File: src/rtl/hdmi_packet_pkg.sv
// Shared HDMI data-island definitions: packet type codes and scheduler state encoding.
// The S_AVI state exists only when PACKET_SCHEDULER_AVI_EN is defined.
package hdmi_packet_pkg;

  localparam logic [7:0] PKT_NULL  = 8'h00;
  localparam logic [7:0] PKT_ACR   = 8'h01;
  localparam logic [7:0] PKT_AUDIO = 8'h02;
  localparam logic [7:0] PKT_AVI   = 8'h82;
  localparam logic [7:0] PKT_AIF   = 8'h84;

`ifdef PACKET_SCHEDULER_AVI_EN
  typedef enum logic [1:0] {
    S_ACR    = 2'd0,
    S_AVI    = 2'd1,
    S_AIF    = 2'd2,
    S_STREAM = 2'd3
  } sched_state_t;
`else
  typedef enum logic [1:0] {
    S_ACR    = 2'd0,
    S_AIF    = 2'd2,
    S_STREAM = 2'd3
  } sched_state_t;
`endif

endpackage

File: src/rtl/packet_scheduler.sv
// Data-island packet arbiter: picks ACR / AVI / Audio InfoFrame / audio / null per slot.
// Define PACKET_SCHEDULER_AVI_EN to include the AVI InfoFrame in the per-frame rotation.
module packet_scheduler
  import hdmi_packet_pkg::*;
#(
  parameter int unsigned ACR_FRAME_PERIOD = 1,
  parameter logic [7:0]  URGENT_LEVEL     = 8'd24
) (
  input  logic       clk_pixel,
  input  logic       reset_n,
  input  logic [9:0] cx,
  input  logic [9:0] cy,
  input  logic       packet_enable,
  input  logic [7:0] audio_remaining,
  output logic [7:0] packet_type,
  output logic       audio_pop,
  output logic [7:0] frame_count,
  output logic       schedule_done
);

  localparam logic [7:0] FC_LAST = 8'(ACR_FRAME_PERIOD - 1);

`ifdef PACKET_SCHEDULER_AVI_EN
  localparam sched_state_t S_AFTER_ACR = S_AVI;
`else
  localparam sched_state_t S_AFTER_ACR = S_AIF;
`endif

  // Handshake: packet_enable is a one-cycle slot strobe with no back-pressure; every
  // pulse commits exactly one pick, and audio_pop is the buffer's consume strobe for it.
  sched_state_t state;
  sched_state_t base_state;
  sched_state_t next_state;
  logic         frame_start;
  logic [7:0]   fc_next;
  logic [7:0]   pick;
  logic         pick_done;

  assign frame_start = (cx == 10'd0) && (cy == 10'd0);
  assign audio_pop   = packet_enable && (packet_type == PKT_AUDIO);

  // A frame start in the same cycle as a slot rewinds the state before the pick.
  always_comb begin
    fc_next    = (frame_count == FC_LAST) ? 8'd0 : frame_count + 8'd1;
    base_state = state;
    if (frame_start) begin
      base_state = (fc_next == 8'd0) ? S_ACR : S_AFTER_ACR;
    end
    next_state = base_state;
    pick       = PKT_NULL;
    pick_done  = 1'b0;
    if ((audio_remaining >= URGENT_LEVEL) && (base_state != S_STREAM)) begin
      pick = PKT_AUDIO;
    end else begin
      case (base_state)
        S_ACR: begin
          pick       = PKT_ACR;
          next_state = S_AFTER_ACR;
        end
`ifdef PACKET_SCHEDULER_AVI_EN
        S_AVI: begin
          pick       = PKT_AVI;
          next_state = S_AIF;
        end
`endif
        S_AIF: begin
          pick       = PKT_AIF;
          next_state = S_STREAM;
          pick_done  = 1'b1;
        end
        default: begin
          pick = (audio_remaining != 8'd0) ? PKT_AUDIO : PKT_NULL;
        end
      endcase
    end
  end

  always_ff @(posedge clk_pixel) begin
    if (!reset_n) begin
      state         <= S_ACR;
      packet_type   <= PKT_NULL;
      frame_count   <= 8'd0;
      schedule_done <= 1'b0;
    end else begin
      if (frame_start) begin
        frame_count   <= fc_next;
        schedule_done <= 1'b0;
        state         <= base_state;
      end
      if (packet_enable) begin
        packet_type <= pick;
        state       <= next_state;
        if (pick_done) begin
          schedule_done <= 1'b1;
        end
      end
    end
  end

endmodule
File: config.mk
export PLATFORM = sky130hd
export DESIGN_NAME = packet_scheduler
export DESIGN_NICKNAME = d
export VERILOG_FILES = /design/src/rtl/hdmi_packet_pkg.sv /design/src/rtl/packet_scheduler.sv
export SDC_FILE = /design/constraint.sdc
export NUM_CORES = 1
export LEC_CHECK = 0
export ABC_CLOCK_PERIOD_IN_PS = 1600
export BUFFER_PORTS_ARGS = -buffer_cell sky130_fd_sc_hd__buf_2
export CAP_MARGIN = 15
export CORE_MARGIN = 2
export CORE_UTILIZATION = 42
export CTS_CLUSTER_SIZE = 25
export DETAILED_ROUTE_END_ITERATION = 10
export PLACE_DENSITY = 0.76
export SLEW_MARGIN = 10
export SYNTH_ARGS = -nofsm -noshare
export SYNTH_HDL_FRONTEND = slang
export SYNTH_SLANG_ARGS = --single-unit
File: constraint.sdc
create_clock -name clk_pixel -period 1.6 [get_ports clk_pixel]
set_input_delay 0.16 -clock clk_pixel [delete_from_list [all_inputs] [get_ports clk_pixel]]
set_output_delay 0.16 -clock clk_pixel [all_outputs]
set_load 0.005 [all_outputs]
After elaboration in Yosys (flattened, before gate mapping). Index checks and enable logic that the tools add are counted.

Register bits after elaboration: 19. Word-level logic and storage cells: 34. Output and inout port bits: 18.

Reductions and logical operators: 10. Mux-type cells: 15. $lt $le $gt $ge: 1. Equality and inequality tests: 3. Add/sub/neg operators: 1.

Operator list (number): logical NOT 10 bit (2); logical NOT 8 bit (2); 2-to-1 mux 8 bit (2); case mux 8 bit (2 select lines) (1); 2-to-1 mux 2 bit (6); adder 8 x 1 -> 8 bit, second input constant (1); == test 8 x 2 -> 1 bit, second input constant (1); greater-or-equal comparator 8 x 5 -> 1 bit, second input constant (1); nonzero test 8 bit (1); 2-to-1 mux 1 bit (5); case mux 2 bit (2 select lines) (1); logical AND 1 bit (3); == test 2 bit, second input constant (1); logical NOT 2 bit (1); != test 2 bit, second input constant (1); nonzero test 2 bit (1).

Longest topological paths before layout.
Word-level depth: 10. Depth in mapped cells: 7.

Worst setup path before layout. No wires, ideal clock.

Path kind: flip-flop to flip-flop. Start point: register frame_count[0]. End point: register state[0]. Arrival time: 1.629 ns. Stages on the path, launching flop included: 8. Data required time: 1.483 ns. Path buffers: 0. Slack: -0.146 ns. Setup time: 0.117 ns. Cells stage by stage: dfxtp_1 inv_1 ha_1 and4b_1 a32oi_1 a32oi_1 nand3_1 a32o_1.

Word-level cells in the longest chain between the ends: 9. Elaborated cells between the ends (all ways): 13. Those cells by class: 1 x add/sub; 2 x eq/ne; 6 x mux; 4 x reduce/logical.

Ends and longest elaborated chain: from (decl) (line packet_scheduler.sv:17) `output logic [7:0] frame_count,`; from (signal assigned) (line packet_scheduler.sv:86) `frame_count <= fc_next;`; adder 8 x 1 -> 8 bit or logical NOT 8 bit (tied branches) (line packet_scheduler.sv:44) `fc_next = (frame_count == FC_LAST) ? 8'd0 : frame_count + 8'd1;`; 2-to-1 mux 8 bit (*) (line packet_scheduler.sv:44); logical NOT 8 bit (*) (line packet_scheduler.sv:47) `base_state = (fc_next == 8'd0) ? S_ACR : S_AFTER_ACR;`; 2-to-1 mux 2 bit (*) (line packet_scheduler.sv:47); 2-to-1 mux 2 bit (*) (line packet_scheduler.sv:46) `if (frame_start) begin`; == test 2 bit (tied with other cells) (line packet_scheduler.sv:55) `case (base_state)`; case mux 2 bit (2 select lines) or logical AND 1 bit (tied branches) (line packet_scheduler.sv:55, packet_scheduler.sv:52); 2-to-1 mux 2 bit (*) (line packet_scheduler.sv:52) `if ((audio_remaining >= URGENT_LEVEL) && (base_state != S_STREAM)) begin`; 2-to-1 mux 2 bit (*) (line packet_scheduler.sv:90) `if (packet_enable) begin`; to (signal assigned) (line packet_scheduler.sv:88) `state <= base_state;`; to (signal assigned) (line packet_scheduler.sv:92) `state <= next_state;`; to (decl) (line packet_scheduler.sv:31) `sched_state_t state;`.

Every way passes the cells marked *; elsewhere a longest branch is shown, timed or not. A chain may end at the register's enable or synchronous reset.

Worst setup path in the final report.
Start point: register frame_count[1]. End point: register state[0].

The elaborated chain is that of the path after synthesis.

==> results.cfg <==
[outcome]
status = finished with violations
violations = negative setup slack

[routing]
vias = 1085
drt_first_pass_iters = 4
wl_per_cell_um = 12.6
ant_nets = 0
drt_iter0_drc = 11
wirelength_um = 2570
vias_per_cell = 5.32
drc = 0

[floorplan]
dieArea_um2 = 2970
die_y_um = 54.5
initial_utilization_pct = 43.6
die_x_um = 54.5
rows = 18
io_pins = 49
core_um2 = 2450

[finish]
layoutNonFillerInstCount = 204
drive_gt1_share_pct = 46.6
fin_nets = 208
diodes = 0
final_area_um2 = 1440
syn2layout_area_growth_pct = 34.7

[setup_path]
critPathLaunchType = flop
cp_max_fo = 6
critical_path.slowest_cell = dfxtp_4
crit_required_ns = 1.79
worstPathArrival_ns = 1.84
cp_cell_sequence = inv_4 -> ha_4 -> and4b_1 -> a32oi_1 -> a32oi_1 -> nand3_1 -> a32o_1
critPathBufInv = 1
cp-end-kind = flop
cp_slowest_stage_delay_ns = 0.41
crit_family = compound AO/OA/AOI/OAI gates
worst-setup-path-type = reg2reg
crit_path_frequent_cell = a32oi_1

[clock_tree]
path_clk_slew_ns = 0.09
cts_tree = done
clkLatencyLatePin_ns = 0.28
cts.sinks = 14
clk_path_buf_depth = 2
cts-htree-levels = 1
cts-buffers-inserted = 3
post_cts_buffers = 0
postCtsHoldBufs = 0
root_buffer = clkbuf_4

[sta]
drv_slew = 0
period_share_pct = 103
hold_violations = 0
rsz0062_at_grt = yes
finalSetupViolCount = 4
skew_ns = 0.00830
finalCriticalPeriod_ns = 1.65
whs_ns = 0.210
fmax_mhz = 606
worst_slack_ns = -0.0500

[yosys]
syn_avg_cell_area_um2 = 9.07
yosysWarningCount = 0
ys_types = 49
syn-cell-area_um2 = 1070
synth_cells = 118
muxShareOfSynthArea_pct = 0.936
async_flop_share_pct = 0
ys.flop_type = dfxtp_1
seq_area_frac_synth_pct = 26.2
synth_xor_area_share_pct = 4.91
postSynthRegisterBits = 14
synthSimpleGateAreaFrac_pct = 39.6
synth-compound-area-share_pct = 15.7
yosys.area_share.adder_pct = 2.34
synth_top_family_by_area = simple AND/OR/NAND/NOR gates
synth-edff-count = 0

[power]
p_leak_nw = 0.666
powerDensity_nw_per_um2 = 440
ir_drop_v = 0.000505

[grt]
gr-total-overflow = 0
grt_pass1_vias = 1000
grt_max_degree = 16
grt_pass1_wl_um = 4150
grt_antenna_before_repair = 0
track_usage_pct = 19.2

[place]
placed_area_um2 = 1390
port_buffers = 44
place_inst = 200
globalplace.congestion = 0.844
hpwl_um = 2110

[worst_hold_path]
min_path_type = in2reg

[flow_run]
drv_cap = 0
## through the flow
step / setup WS [ns] / power [W] / TNS (ns) / util, %
finish: -0.0500 / 0.000634 / -0.130 / 58.7
global route: -0.153 / 0.000678 / -0.645 / 58.7
CTS: -0.0387 / 0.000641 / -0.0998 / 58.4
detailed placement: -0.0612 / 0.000434 / -0.158 / 56.7
global placement: -0.0329 / 0.000432 / -0.0516 / 56.7
floorplan: 0.000327 / 0.000388 / 0 / -
## registers in the layout, indices dropped and copies added, names as in the netlist
signal and flops:
state 2, packet_type 3, schedule_done 1, frame_count 8
## layout make-up
cell class / count / area (µm²)
sequential: 14 / 288
clock buffer: 3 / 22.5
multi-input combinational: 91 / 728
timing repair buffer: 60 / 340
inverter: 5 / 21.3
tap: 30 / 37.5
fill: 238 / 1010
clock inverter: 1 / 3.75
## worst paths after layout
kind | from | end | slack (ns) | cells past startpoint
min | audio_remaining[3] | packet_type[1] | 0.21 | 3
max | frame_count[1] | state[0] | -0.05 | 7
min reg2reg | packet_type[0] | packet_type[0] | 0.51 | 2
max reg2reg | frame_count[1] | state[0] | -0.05 | 7
## power breakdown
part / internal (W) / switching, W
combinational: 0.0000401 / 0.0000350
clock: 0.0000905 / 0.000118
sequential: 0.000348 / 0.00000240
## per-layer routing
layer  part of all wire, %  GRT usage (%)  vias up
met4                  0.39           5.42        0
li1                      -              -      539
met2                    53           33.3       21
met5                     0              0        -
met3                   4.2           6.28        2
met1                    43           22.4      523
## worst register-to-register path, stage by stage (launching register included)
cell and delay (ns):
dfxtp_4 0.41, inv_4 0.05, ha_4 0.23, and4b_1 0.23, a32oi_1 0.05, a32oi_1 0.21
nand3_1 0.15, a32o_1 0.22
## logic make-up after synthesis
| kind of cell | after synthesis |
|---|---|
| AOI/OAI and AO/OA | 21 |
| xor gates and xnor gates | 6 |
| adders and majority gates | 2 |
| buffers and inverters | 16 |
| DFF | 14 |
| muxes | 1 |
| other | 1 |
| and+or+nand+nor | 57 |
## cell usage after synthesis (2+ instances only)
cell type / n / share of area, %
ha_1: 2 / 2.3
buf_4: 6 / 4.2
buf_6: 3 / 3.2
nor4_2: 3 / 3.5
nor4bb_1: 2 / 1.9
a32oi_1: 2 / 1.6
a21boi_0: 2 / 1.4
and2_1: 7 / 4.1
a32o_1: 2 / 1.9
nand4_1: 4 / 2.3
a21oi_1: 2 / 0.94
nor4_1: 2 / 1.2
xor2_1: 5 / 4.1
nand3_1: 4 / 1.9
a31oi_1: 2 / 1.2
nand2_1: 11 / 3.9
nor4_4: 3 / 6.0
inv_1: 5 / 1.8
o211ai_1: 2 / 1.4
dfxtp_1: 14 / 26
nor3_1: 3 / 1.4
nor2_1: 4 / 1.4
nor2b_1: 2 / 1.2
## placed cells by master (no fill, tap or decap), types with 2 or more instances in the layout
cell and count:
dfxtp_4 2, nand2_1 11, ha_4 2, nor2b_1 2
and2_1 7, nand3_1 4, buf_2 44, a21oi_1 2
nor4bb_1 2, conb_1 4, dfxtp_1 12, nor4_2 2
clkbuf_4 3, nor2_1 4, nor3_1 3, xor2_1 5
a32o_1 2, inv_1 3, nor4_4 4, buf_4 16
nand4_1 4, o211ai_1 2, a32oi_1 2, nor4_1 2
a21boi_0 2, a31oi_1 2
## timing repair
| item | 4_1_cts | 5_1_grt |
|---|---|---|
| gates cloned | 0 | 0 |
| hold endpoints to repair | 0 | 0 |
| resized for setup | 5 | 1 |
| pin swaps | 5 | 8 |
| endpoints found under the setup margin | 5 | 6 |
(Power assumes the default switching activity.)
